<file path="config.mk">
export PLATFORM = sky130hd
export DESIGN_NAME = fetch_unit
export DESIGN_NICKNAME = d
export VERILOG_FILES = /design/src/rtl/fetch_unit.sv
export SDC_FILE = /design/constraint.sdc
export NUM_CORES = 1
export LEC_CHECK = 0
export BUFFER_PORTS_ARGS = -buffer_cell sky130_fd_sc_hd__buf_4
export CAP_MARGIN = 30
export CORE_MARGIN = 2
export CORE_UTILIZATION = 45
export DETAILED_ROUTE_END_ITERATION = 8
export GPL_TIMING_DRIVEN = 0
export PLACE_DENSITY = 0.74
export SLEW_MARGIN = 15
export SYNTH_ARGS = -nofsm -noshare
export SYNTH_HDL_FRONTEND = slang
export SYNTH_SLANG_ARGS = --single-unit
</file>
<file path="constraint.sdc">
create_clock -name clk -period 12.05 [get_ports clk]
set_clock_uncertainty 0.1 [all_clocks]
set_input_delay 0.6025 -clock clk [delete_from_list [all_inputs] [get_ports clk]]
set_output_delay 0.6025 -clock clk [all_outputs]
set_load 0.02 [all_outputs]
</file>
<file path="src/rtl/fetch_unit.sv">
// Fetch stage: owns the PC, issues in-order instruction memory reads,
// buffers returned words and presents them to decode. Honours stall,
// redirect (pc_sel) with wrong-path response dropping, and registers the
// exe-side false_path indication into squash_de.
module fetch_unit #(
  parameter logic [31:0] RESET_PC   = 32'h0000_0000,
  parameter int unsigned FIFO_DEPTH = 2,
  parameter logic [31:0] NOP_INSTR  = 32'h0000_0013
) (
  input  logic        clk,
  input  logic        rst,
  input  logic        stall,
  input  logic        pc_sel,
  input  logic [31:0] target_pc,
  input  logic        false_path,
  output logic        imem_req,
  output logic [31:0] imem_addr,
  input  logic        imem_gnt,
  input  logic        imem_rvalid,
  input  logic [31:0] imem_rdata,
  output logic        fetch_valid,
  output logic [31:0] instr_fetch,
  output logic [31:0] pc_fetch,
  output logic [31:0] pc_4_fetch,
  output logic        squash_de
);

  localparam int unsigned CW = $clog2(FIFO_DEPTH + 1);
  localparam int unsigned PW = (FIFO_DEPTH > 1) ? $clog2(FIFO_DEPTH) : 1;

  typedef enum logic [1:0] {
    S_BOOT,
    S_RUN,
    S_FLUSH
  } state_t;

  state_t        state_q, state_d;
  logic [31:0]   pc_q, pc_d;
  logic [CW-1:0] inflight_q, inflight_d;
  logic [CW-1:0] count_q, count_d;
  logic [CW-1:0] drop_q, drop_d;
  logic [PW-1:0] rd_ptr_q, rd_ptr_d;
  logic [PW-1:0] wr_ptr_q, wr_ptr_d;

  logic [31:0]   buf_instr [FIFO_DEPTH];
  logic [31:0]   buf_pc    [FIFO_DEPTH];

  logic [CW:0]   occupancy;
  logic          handshake;
  logic          rsp;
  logic          dropping;
  logic          push_en;
  logic          pop_en;
  logic [31:0]   resp_pc;

  function automatic logic [PW-1:0] next_ptr(input logic [PW-1:0] p);
    return (p == PW'(FIFO_DEPTH - 1)) ? '0 : p + 1'b1;
  endfunction

  // Buffer head drives decode directly; PC tracks the fetch PC when empty.
  always_comb begin
    fetch_valid = (count_q != '0);
    instr_fetch = fetch_valid ? buf_instr[rd_ptr_q] : NOP_INSTR;
    pc_fetch    = fetch_valid ? buf_pc[rd_ptr_q] : pc_q;
    pc_4_fetch  = pc_fetch + 32'd4;
  end

  // Issue, response accounting, buffer control and next-state logic.
  always_comb begin
    occupancy = {1'b0, inflight_q} + {1'b0, count_q};
    imem_req  = (state_q == S_RUN) && (occupancy < (CW + 1)'(FIFO_DEPTH)) && !pc_sel && !rst;
    imem_addr = pc_q;
    handshake = imem_req && imem_gnt;

    // A response with nothing outstanding is stale (e.g. from before reset).
    rsp       = imem_rvalid && (inflight_q != '0);
    dropping  = rsp && (drop_q != '0);
    push_en   = rsp && !dropping && !pc_sel;
    pop_en    = fetch_valid && !stall && !pc_sel;

    // Surviving in-flight requests are consecutive words ending just below
    // pc_q, so the oldest one's PC is recovered without per-request storage.
    resp_pc   = pc_q - (32'(inflight_q) << 2);

    state_d    = state_q;
    pc_d       = handshake ? pc_q + 32'd4 : pc_q;
    inflight_d = inflight_q + CW'(handshake) - CW'(rsp);
    drop_d     = drop_q - CW'(dropping);
    rd_ptr_d   = pop_en  ? next_ptr(rd_ptr_q) : rd_ptr_q;
    wr_ptr_d   = push_en ? next_ptr(wr_ptr_q) : wr_ptr_q;
    count_d    = count_q + CW'(push_en) - CW'(pop_en);

    unique case (state_q)
      S_BOOT:  state_d = S_RUN;
      S_RUN:   state_d = S_RUN;
      S_FLUSH: if (drop_d == '0) state_d = S_RUN;
      default: state_d = S_BOOT;
    endcase

    if (pc_sel) begin
      pc_d     = target_pc & ~32'h3;
      rd_ptr_d = '0;
      wr_ptr_d = '0;
      count_d  = '0;
      drop_d   = inflight_d;
      state_d  = (inflight_d != '0) ? S_FLUSH : S_RUN;
    end
  end

  // Control state register with synchronous reset.
  always_ff @(posedge clk) begin
    if (rst) begin
      state_q    <= S_BOOT;
      pc_q       <= RESET_PC;
      inflight_q <= '0;
      count_q    <= '0;
      drop_q     <= '0;
      rd_ptr_q   <= '0;
      wr_ptr_q   <= '0;
    end else begin
      state_q    <= state_d;
      pc_q       <= pc_d;
      inflight_q <= inflight_d;
      count_q    <= count_d;
      drop_q     <= drop_d;
      rd_ptr_q   <= rd_ptr_d;
      wr_ptr_q   <= wr_ptr_d;
    end
  end

  // Buffer storage; the credit rule guarantees a free slot on every push.
  always_ff @(posedge clk) begin
    if (!rst && push_en) begin
      assert (count_q < CW'(FIFO_DEPTH));
      buf_instr[wr_ptr_q] <= imem_rdata;
      buf_pc[wr_ptr_q]    <= resp_pc;
    end
  end

  // One-cycle registered squash of the decode register.
  always_ff @(posedge clk) begin
    if (rst) squash_de <= 1'b0;
    else     squash_de <= false_path;
  end

endmodule
</file>
==> results of run 1 <==
[sequential cells by signal (all words and copies together) (netlist names), named ones only]
register,flops
drop_q,2
wr_ptr_q,1
state_q,2
rd_ptr_q,1
inflight_q,2
count_q,2
imem_addr,30
squash_de,1
buf_instr,64
buf_pc,60
[synthesized netlist by cell type, types with 9 or more instances]
cell type	number	area share, %
sky130_fd_sc_hd__edfxtp_1	124	43
sky130_fd_sc_hd__nor2_1	68	2.9
sky130_fd_sc_hd__mux2i_1	65	7.5
sky130_fd_sc_hd__nand2_1	53	2.3
sky130_fd_sc_hd__dfxtp_1	42	9.7
sky130_fd_sc_hd__xnor2_1	39	3.9
sky130_fd_sc_hd__inv_1	36	1.6
sky130_fd_sc_hd__nor3_1	36	2.1
sky130_fd_sc_hd__a21oi_1	28	1.6
sky130_fd_sc_hd__clkbuf_1	28	1.2
sky130_fd_sc_hd__xor2_1	23	2.3
sky130_fd_sc_hd__o21ai_0	19	1.1
sky130_fd_sc_hd__nand3_1	18	1.0
sky130_fd_sc_hd__a31oi_1	14	1.0
sky130_fd_sc_hd__mux2_2	13	1.7
sky130_fd_sc_hd__and2_1	11	0.79
sky130_fd_sc_hd__buf_2	11	0.63
sky130_fd_sc_hd__buf_4	11	0.95
sky130_fd_sc_hd__nand4_1	10	0.72
sky130_fd_sc_hd__ha_1	9	1.3
[final timing paths]
| kind | end | slack, ns | depth (start not counted) |
|---|---|---|---|
| worst min register to register | state_q[0]$_SDFFE_PP0P_ | 0.42 | 1 |
| worst max-delay path | state_q[0]$_SDFFE_PP0P_ | 7.51 | 16 |
| worst max register to register | state_q[0]$_SDFFE_PP0P_ | 7.51 | 16 |
| worst min-delay path | buf_instr[0][7]$_DFFE_PP_ | 0.25 | 1 |
[worst max-delay path, stage by stage (launching register included)]
cell and delay [ns]:
sky130_fd_sc_hd__dfxtp_1 0.35, sky130_fd_sc_hd__buf_6 0.16, sky130_fd_sc_hd__buf_2 0.25, sky130_fd_sc_hd__and2_1 0.17, sky130_fd_sc_hd__fa_1 0.41, sky130_fd_sc_hd__nor4_1 0.41
sky130_fd_sc_hd__and3_1 0.21, sky130_fd_sc_hd__clkbuf_1 0.38, sky130_fd_sc_hd__inv_1 0.29, sky130_fd_sc_hd__buf_1 0.32, sky130_fd_sc_hd__ha_1 0.35, sky130_fd_sc_hd__inv_1 0.04
sky130_fd_sc_hd__ha_1 0.17, sky130_fd_sc_hd__xnor2_1 0.13, sky130_fd_sc_hd__xnor2_1 0.28, sky130_fd_sc_hd__a31oi_1 0.17, sky130_fd_sc_hd__a211oi_1 0.25
[area by class of cell]
class / count / share of cell area (%)
plain buffers: 64 / 3.034
clock buffers: 18 / 3.826
clock inverters: 14 / 1.339
inverters: 37 / 1.238
multi-input cells: 521 / 32.75
flip-flops and latches: 166 / 40.69
well taps: 260 / 2.900
repair buffers: 207 / 14.22
[metal layers]
metal	wire length [um]	share of wire, %
met1	9965	42
met2	11440	48
met3	1879	7.8
met4	652	2.7
met5	0	0
[where the power goes]
part | leakage [nW] | internal [mW] | switching, mW | total (mW)
combinational | 2.68 | 0.120 | 0.178 | 0.297
sequential | 1.47 | 0.645 | 0.0154 | 0.660
clock | 0.281 | 0.307 | 0.230 | 0.537
[cell usage in the layout, fill, tap and decap left out, types with 11 or more instances in the layout]
cell type / instances
sky130_fd_sc_hd__nor3_1: 35
sky130_fd_sc_hd__buf_4: 207
sky130_fd_sc_hd__xnor2_1: 39
sky130_fd_sc_hd__clkbuf_16: 17
sky130_fd_sc_hd__clkbuf_1: 29
sky130_fd_sc_hd__edfxtp_1: 124
sky130_fd_sc_hd__buf_6: 17
sky130_fd_sc_hd__mux2i_1: 65
sky130_fd_sc_hd__a21oi_1: 28
sky130_fd_sc_hd__o21ai_0: 19
sky130_fd_sc_hd__nor2_1: 68
sky130_fd_sc_hd__and2_1: 11
sky130_fd_sc_hd__xor2_1: 23
sky130_fd_sc_hd__dfxtp_1: 42
sky130_fd_sc_hd__mux2_2: 13
sky130_fd_sc_hd__buf_2: 11
sky130_fd_sc_hd__nand2_1: 53
sky130_fd_sc_hd__a31oi_1: 14
sky130_fd_sc_hd__nand3_1: 18
sky130_fd_sc_hd__inv_1: 36
[kinds of logic after synthesis]
| group | Yosys count |
|---|---|
| and+or+nand+nor | 263 |
| buffers and inverters | 101 |
| adders and majority gates | 11 |
| xor gates and xnor gates | 62 |
| AOI/OAI and AO/OA | 100 |
| DFF | 166 |
| other | 1 |
| muxes | 79 |
==> flow_metrics.py, run 1 <==
metrics = {
    "route": {
        "detail_route.first_pass.iterations": 5,
        "via_per_inst": 5.461,
        "vias": 7028,
        "detail_route.wl_per_cell_um": 18.60,
        "drt-initial-drc-count": 571,
        "postRouteAntennaNets": 0,
        "routed_wl_um": 23940,
        "route.detailed.drc": 0,
    },
    "global_routing": {
        "antenna_found_initial": 0,
        "global_route.overflow_total": 0,
        "wire_length_of_the_first_global_routing_pass_um": 36420,
        "grt_usage_pct": 23.47,
        "grt_max_degree": 17,
        "gr-usage-met3_pct": 4.930,
        "grt-busiest-layer": "met2",
        "vias_in_the_first_global_route": 6735,
        "groute.layer.met2.usage_pct": 38.38,
        "globalRouteMet1Util_pct": 31.10,
    },
    "floorplan": {
        "chipWidth_um": 143.0,
        "fp.dieH_um": 143.0,
        "floorplan.die_area_sq_um": 20430,
        "start_util_pct": 46.14,
        "placeableCoreArea_sq_um": 18830,
        "top_level_ports": 202,
        "placement_rows": 50,
    },
    "worst_setup_path": {
        "worst_setup_path_startpoint": "count_q[0]$_SDFF_PP0_",
        "cp_max_fo": 10,
        "worst-endpoint-required_ns": 12.30,
        "timing.rr.start": "count_q[0]$_SDFF_PP0_",
        "arrival_ns": 4.79,
        "crit_path_start_kind": "flop",
        "end_kind": "flop",
        "critPathKind": "flop to flop",
    },
    "power": {
        "totalPowerFinal_mw": 1.494,
        "cellLeakagePower_nw": 4.431,
        "vdd_ir_drop_max_v": 0.0001147,
        "pwr_density_cell_nw_per_um2": 133.2,
    },
    "logic_synthesis": {
        "netlist_area_sq_um": 8688,
        "synth_edf_count": 124,
        "synthXorXnorAreaFrac_pct": 6.250,
        "yosysWarnings": 0,
        "yosys-mux-area-fraction_pct": 9.303,
        "largest_family_of_logic_cells_by_synthesized_area": "simple AND/OR/NAND/NOR gates",
        "synth_compound_gate_area_share_pct": 7.517,
        "synth_simple_gate_area_share_pct": 17.08,
        "avgSynthCellArea_sq_um": 11.10,
        "main_synth_ff_type": "sky130_fd_sc_hd__edfxtp_1",
        "synth_sequential_area_ratio_pct": 52.53,
        "syn-instance-count": 783,
        "proportion_of_synthesized_flip_flops_having_asynchronous_set_or_reset_pct": 0,
        "ys_seq_elements": 166,
        "number_of_distinct_library_cells_after_synthesis": 62,
        "synth_adder_area_share_pct": 1.757,
    },
    "clock_network": {
        "hold_buffers": 0,
        "post-cts-setup-buffers": 0,
        "htreeDepth": 4,
        "clockRootBuffer": "sky130_fd_sc_hd__clkbuf_16",
        "ctsResizeCount": 0,
        "cts_buffers": 17,
        "tritoncts": "yes",
        "clk_latency_ns": 0.43,
        "max-clock-path-buffers": 2,
        "clkSinkCount": 166,
        "clock_edge_transition_at_the_registers_on_the_reported_setup_and_hold_paths_ns": 0.07,
    },
    "place": {
        "place_congestion": 0.8796,
        "dp_worst_setup_slack_ns": 7.613,
        "placedCellCount": 1255,
        "dpl_cell_area_sq_um": 10640,
        "detailedPlacementHpwl_um": 17870,
        "placement.io_buffers": 191,
    },
    "sta": {
        "final_hold_viol_count": 0,
        "setup_repair_after_global_routing_missed_its_margin": "no",
        "setup_tns_ns": 0,
        "timing.final.setup_violations": 0,
        "min_period_over_period_pct": 37.68,
        "achievable-frequency_ghz": 0.2203,
        "slew_at_the_pin_closest_to_its_max_slew_limit_ns": 0.7637,
        "fin_hold_ws_ns": 0.2466,
        "worst_slew_margin_relative_to_its_limit_pct": 49.09,
        "final.setup.worst_slack_ns": 7.510,
        "timing_max_transition_violations_final": 0,
        "timing.final.crit_period_ns": 4.540,
    },
    "min_path": {
        "min_path_type": "input pin to flop",
        "hold_path.startpoint": "imem_rdata[7]",
    },
    "final_layout": {
        "final_layout_size_suffix_gt1_share_pct": 30.28,
        "layoutNonFillerInstCount": 1287,
        "finish.utilization_pct": 59.57,
        "layout.cell_area.non_filler_sq_um": 11220,
        "flow.area_growth_from_synthesis_pct": 29.10,
        "diodes": 0,
        "n_fill_cell": 1590,
        "multiInputGateArea_sq_um": 3674,
        "final_net_count": 1096,
        "register_area_sq_um": 4564,
    },
    "flow_run": {
        "number_of_max_cap_violations": 0,
    },
    "outcome": {
        "status": "finished clean",
    },
}
Power figures use the tool's default switching activity.
==> run 2: changes to the inputs <==
==> constraint.sdc (replaced) <==
create_clock -name clk -period 4.4 [get_ports clk]
set_clock_uncertainty 0.1 [all_clocks]
set_input_delay 0.22 -clock clk [delete_from_list [all_inputs] [get_ports clk]]
set_output_delay 0.22 -clock clk [all_outputs]
set_load 0.02 [all_outputs]
==> run 2 against run 1 <==
Effect of this change: critical path depth is 1 lower; critical endpoint unchanged; largest power group unchanged; core utilization grew 3.0 points; worst setup slack lost 7.3 ns; flip-flop and latch count did not move; global-route usage grew 0.38 points; largest cell class unchanged; non-clock buffer count rose by 45; register-to-register slack worse by 7.3 ns; die area did not move.
==> flow_metrics.py, run 2 (synthesis gave the netlist of run 1 again) <==
metrics = {
    "outcome": {
        "status": "finished clean",
    },
    "final_layout": {
        "registers.top_by_ff_count": "buf_instr",
        "final_net_count": 1141,
        "final_cell_mix": "sky130_fd_sc_hd__buf_4 (202), sky130_fd_sc_hd__edfxtp_1 (124), sky130_fd_sc_hd__nor2_1 (68)",
        "n_fill_cell": 1525,
        "register_area_sq_um": 4564,
        "layoutNonFillerInstCount": 1332,
        "mostFrequentLayoutCell": "sky130_fd_sc_hd__buf_4",
        "flow.area_growth_from_synthesis_pct": 35.66,
        "final_layout_size_suffix_gt1_share_pct": 28.73,
        "multiInputGateArea_sq_um": 3697,
        "diodes": 0,
        "flip_flop_count_of_the_largest_register_after_layout": 64,
    },
    "global_routing": {
        "grt_usage_pct": 23.84,
        "wire_length_of_the_first_global_routing_pass_um": 37140,
        "grt_max_degree": 17,
        "global_route.overflow_total": 0,
        "antenna_found_initial": 0,
        "vias_in_the_first_global_route": 6959,
    },
    "worst_setup_path": {
        "worst_r2r_path_depth": 15,
        "arrival_ns": 4.39,
        "end_kind": "flop",
        "critical-path-max-stage-delay_ns": 0.43,
        "critPathKind": "flop to flop",
        "cp_max_fo": 10,
        "crit_path_start_kind": "flop",
        "crit_slowest_cell": "sky130_fd_sc_hd__fa_1",
        "worstPathCellList": "buf_6, buf_2, and2_1, fa_1, nor4_2, and3_4, inv_1, buf_1, ha_1, inv_1, ha_1, xnor2_1, xnor2_1, a31oi_1, a211oi_1",
        "worst-endpoint-required_ns": 4.65,
    },
    "route": {
        "route.detailed.drc": 0,
        "drt-initial-drc-count": 410,
        "detail_route.first_pass.iterations": 7,
        "detail_route.wl_per_cell_um": 18.38,
        "routed_wl_um": 24480,
        "vias": 7208,
        "postRouteAntennaNets": 0,
        "via_per_inst": 5.411,
    },
    "sta": {
        "setup_repair_after_global_routing_missed_its_margin": "no",
        "min_period_over_period_pct": 94.10,
        "worst_slew_margin_relative_to_its_limit_pct": 40.02,
        "timing.final.crit_period_ns": 4.140,
        "timing.final.setup_violations": 0,
        "achievable-frequency_ghz": 0.2415,
        "fin_hold_ws_ns": 0.01829,
        "timing_max_transition_violations_final": 0,
        "final_hold_viol_count": 0,
        "slew_at_the_pin_closest_to_its_max_slew_limit_ns": 0.8746,
    },
    "min_path": {
        "min_path_type": "input pin to flop",
        "hold_path_depth": 3,
    },
    "power": {
        "pwr_density_cell_nw_per_um2": 359.5,
        "cellLeakagePower_nw": 4.639,
        "vdd_ir_drop_max_v": 0.0002890,
    },
    "floorplan": {
        "chipWidth_um": 143.0,
        "placeableCoreArea_sq_um": 18830,
        "placement_rows": 50,
        "fp.dieH_um": 143.0,
        "floorplan.die_area_sq_um": 20430,
        "top_level_ports": 202,
        "start_util_pct": 46.14,
    },
    "clock_network": {
        "max-clock-path-buffers": 2,
        "clk_latency_ns": 0.44,
        "htreeDepth": 4,
        "cts_buffers": 17,
        "tritoncts": "yes",
        "post-cts-setup-buffers": 0,
        "clkSinkCount": 166,
        "clockRootBuffer": "sky130_fd_sc_hd__clkbuf_16",
        "clock_edge_transition_at_the_registers_on_the_reported_setup_and_hold_paths_ns": 0.07,
    },
    "place": {
        "place_congestion": 0.9255,
        "placedCellCount": 1247,
        "placement.io_buffers": 191,
        "detailedPlacementHpwl_um": 17560,
    },
    "flow_run": {
        "number_of_max_cap_violations": 0,
    },
}
run 2: worst max-delay path, delay by kind of cell (launching register included):
kind            cells  cell delay, ns
compound gates      2            0.41
buf+inv             5            0.96
flops               1            0.37
simple gates        3            0.82
fa+ha+maj           3            0.95
xor+xnor            2            0.44
run 2: layout make-up:
| cell class | count | share of cell area (%) |
|---|---|---|
| multi-input combinational | 521 | 31.37 |
| tap | 260 | 2.760 |
| clock buffer | 17 | 3.609 |
| buffer | 63 | 2.856 |
| sequential | 166 | 38.73 |
| inverter | 37 | 1.178 |
| timing repair buffer | 253 | 17.88 |
| clock inverter | 15 | 1.624 |
run 2: through the flow:
stage / instance area, sq um / setup WS [ns] / power, mW / TNS, ns / utilization (%)
floorplan: 8717 / 0.5925 / 2.326 / 0 / -
CTS: 11780 / 0.07124 / 4.237 / 0 / 62.53
global placement: 10480 / -1.053 / 2.632 / -126.31 / 55.63
detailed placement: 10620 / -0.04521 / 2.653 / -0.05476 / 56.41
global route: 11790 / 0.09305 / 4.388 / 0 / 62.59
finish: 11790 / 0.2597 / 4.237 / 0 / 62.59
run 2: routing by layer:
metal	vias up	global-route usage (%)	wire, um
met5	-	0	0
met1	3466	30.53	10420
met4	0	8.494	646
li1	3391	-	-
met3	44	5.064	1710
met2	307	39.99	11710
run 2: timing repair:
action / in CTS / in global routing
hold endpoints to repair: 86 / 0
resized for setup: 0 / 3
hold buffers: 54 / 0
endpoints found under the setup margin: 2 / 3
run 2: power breakdown:
part	switching [mW]	internal, mW	leakage, nW
Combinational	0.498	0.361	2.88
Sequential	0.0448	1.76	1.47
Clock	0.661	0.907	0.291
run 2: final timing paths:
path / start / to / slack [ns]
max: count_q[0]$_SDFF_PP0_ / state_q[0]$_SDFFE_PP0P_ / 0.26
min reg2reg: state_q[1]$_SDFFE_PP0P_ / state_q[0]$_SDFFE_PP0P_ / 0.43
max reg2reg: count_q[0]$_SDFF_PP0_ / state_q[0]$_SDFFE_PP0P_ / 0.26
min: target_pc[18] / imem_addr[18]$_SDFFE_PP0P_ / 0.02
==> run 3: changes to the inputs <==
--- a/config.mk
+++ b/config.mk
@@ -11,7 +11,7 @@
 export CORE_UTILIZATION = 45
 export DETAILED_ROUTE_END_ITERATION = 8
 export GPL_TIMING_DRIVEN = 0
-export PLACE_DENSITY = 0.74
+export PLACE_DENSITY = 0.73
 export SLEW_MARGIN = 15
 export SYNTH_ARGS = -nofsm -noshare
 export SYNTH_HDL_FRONTEND = slang
==> run 3 against run 2 <==
Effect of this change: global-route usage about the same; core utilization is essentially flat; via count grew 0.65%; maximum frequency rose by 0.54%; wire length is 0.57% higher; flip-flop and latch count did not move; register-to-register slack better by 0.02 ns; count of clock-buffer cells in the layout is the same; sequential share of layout area barely moved; largest power group unchanged.
==> flow_metrics.py, run 3 (synthesis gave the netlist of run 1 again) <==
metrics = {
    "outcome": {
        "status": "finished clean",
    },
    "clock_network": {
        "clockRootBuffer": "sky130_fd_sc_hd__clkbuf_16",
        "clkSinkCount": 166,
        "cts_buffers": 17,
        "post-cts-setup-buffers": 0,
        "clock_edge_transition_at_the_registers_on_the_reported_setup_and_hold_paths_ns": 0.07,
        "clk_latency_ns": 0.43,
        "max-clock-path-buffers": 2,
        "htreeDepth": 4,
        "tritoncts": "yes",
    },
    "flow_run": {
        "number_of_max_cap_violations": 0,
    },
    "sta": {
        "fin_hold_ws_ns": 0.01466,
        "achievable-frequency_ghz": 0.2428,
        "timing_max_transition_violations_final": 0,
        "timing.final.setup_violations": 0,
        "timing.final.crit_period_ns": 4.118,
        "min_period_over_period_pct": 93.59,
        "final.setup.worst_slack_ns": 0.2821,
        "slew_at_the_pin_closest_to_its_max_slew_limit_ns": 0.8540,
        "worst_slew_margin_relative_to_its_limit_pct": 42.88,
        "setup_repair_after_global_routing_missed_its_margin": "no",
        "final_hold_viol_count": 0,
    },
    "global_routing": {
        "global_route.overflow_total": 0,
        "wire_length_of_the_first_global_routing_pass_um": 36960,
        "antenna_found_initial": 0,
        "grt_max_degree": 18,
        "grt_usage_pct": 23.87,
        "vias_in_the_first_global_route": 6870,
    },
    "final_layout": {
        "final_layout_size_suffix_gt1_share_pct": 28.72,
        "register_area_sq_um": 4564,
        "multiInputGateArea_sq_um": 3697,
        "final_cell_mix": "sky130_fd_sc_hd__buf_4 (202), sky130_fd_sc_hd__edfxtp_1 (124), sky130_fd_sc_hd__nor2_1 (68)",
        "mostFrequentLayoutCell": "sky130_fd_sc_hd__buf_4",
        "layoutNonFillerInstCount": 1336,
        "flow.area_growth_from_synthesis_pct": 35.76,
        "final_net_count": 1145,
        "diodes": 0,
        "registers.top_by_ff_count": "buf_instr",
        "flip_flop_count_of_the_largest_register_after_layout": 64,
        "n_fill_cell": 1492,
    },
    "power": {
        "vdd_ir_drop_max_v": 0.0002759,
        "pwr_density_cell_nw_per_um2": 351.4,
        "cellLeakagePower_nw": 4.646,
        "totalPowerFinal_mw": 4.144,
    },
    "route": {
        "detail_route.first_pass.iterations": 6,
        "route.detailed.drc": 0,
        "routed_wl_um": 24620,
        "detail_route.wl_per_cell_um": 18.43,
        "postRouteAntennaNets": 0,
        "vias": 7255,
        "via_per_inst": 5.430,
        "drt-initial-drc-count": 528,
    },
    "floorplan": {
        "floorplan.die_area_sq_um": 20430,
        "placeableCoreArea_sq_um": 18830,
        "start_util_pct": 46.14,
        "fp.dieH_um": 143.0,
        "top_level_ports": 202,
        "chipWidth_um": 143.0,
        "placement_rows": 50,
    },
    "place": {
        "placedCellCount": 1248,
        "placement.io_buffers": 191,
        "dp_worst_setup_slack_ns": 0.004615,
        "detailedPlacementHpwl_um": 17640,
        "place_congestion": 0.9025,
    },
    "worst_setup_path": {
        "cp_max_fo": 10,
        "critPathKind": "flop to flop",
        "worst-endpoint-required_ns": 4.63,
        "end_kind": "flop",
        "crit_path_start_kind": "flop",
        "arrival_ns": 4.35,
    },
    "min_path": {
        "min_path_type": "input pin to flop",
    },
}
run 3: worst paths after layout:
path	cells past startpoint	to	slack [ns]	from
worst min register to register	1	state_q[0]$_SDFFE_PP0P_	0.43	state_q[1]$_SDFFE_PP0P_
worst max-delay path	15	state_q[0]$_SDFFE_PP0P_	0.28	count_q[0]$_SDFF_PP0_
worst min-delay path	3	imem_addr[20]$_SDFFE_PP0P_	0.01	target_pc[20]
worst max register to register	15	state_q[0]$_SDFFE_PP0P_	0.28	count_q[0]$_SDFF_PP0_
run 3: layer usage:
metal  part of all wire, %  wire length (um)  GRT usage (%)
met1                    41             10140          30.67
met2                    49             12110          40.82
met3                   7.5              1849          4.225
met4                   2.1               518          8.025
met5                     0                 0              0
run 3: critical path: stages, from the launching register on:
cell and delay, ns:
sky130_fd_sc_hd__dfxtp_1 0.36, sky130_fd_sc_hd__buf_6 0.16, sky130_fd_sc_hd__buf_2 0.27, sky130_fd_sc_hd__and2_1 0.18
sky130_fd_sc_hd__fa_1 0.43, sky130_fd_sc_hd__nor4_2 0.33, sky130_fd_sc_hd__and3_4 0.32, sky130_fd_sc_hd__inv_1 0.18
sky130_fd_sc_hd__buf_1 0.29, sky130_fd_sc_hd__ha_1 0.35, sky130_fd_sc_hd__inv_1 0.04, sky130_fd_sc_hd__ha_1 0.17
sky130_fd_sc_hd__xnor2_1 0.14, sky130_fd_sc_hd__xnor2_1 0.27, sky130_fd_sc_hd__a31oi_1 0.15, sky130_fd_sc_hd__a211oi_1 0.27
run 3: per-stage QoR:
stage                     utilization [%]  area, sq um  setup TNS, ns
after floorplan                         -         8717              0
after global placement              55.63        10480        -129.33
after detailed placement            56.47        10630              0
after CTS                           62.58        11780              0
after global routing                62.64        11800              0
final                               62.64        11800              0
run 3: repair_timing:
item	in CTS	in global routing
cloned	0	0
pin swaps	0	0
hold endpoints to repair	89	0
gates resized for setup	0	3
endpoints found under the setup margin	2	3
hold buffers	57	0
run 3: power breakdown:
part           leakage (nW)  internal (mW)  switching, mW  total (mW)
clock                 0.279          0.805          0.668        1.47
sequential             1.47           1.76         0.0447        1.81
combinational          2.90          0.363          0.499       0.863
total                  4.65           2.93           1.21        4.14
run 3: layout make-up:
class                      instances  area share [%]
inverter                          37           1.177
sequential                       166           38.70
clock buffer                      17           3.607
clock inverter                    15           1.347
tap                              260           2.758
timing repair buffer             257           18.21
buffer                            63           2.853
multi-input combinational        521           31.35
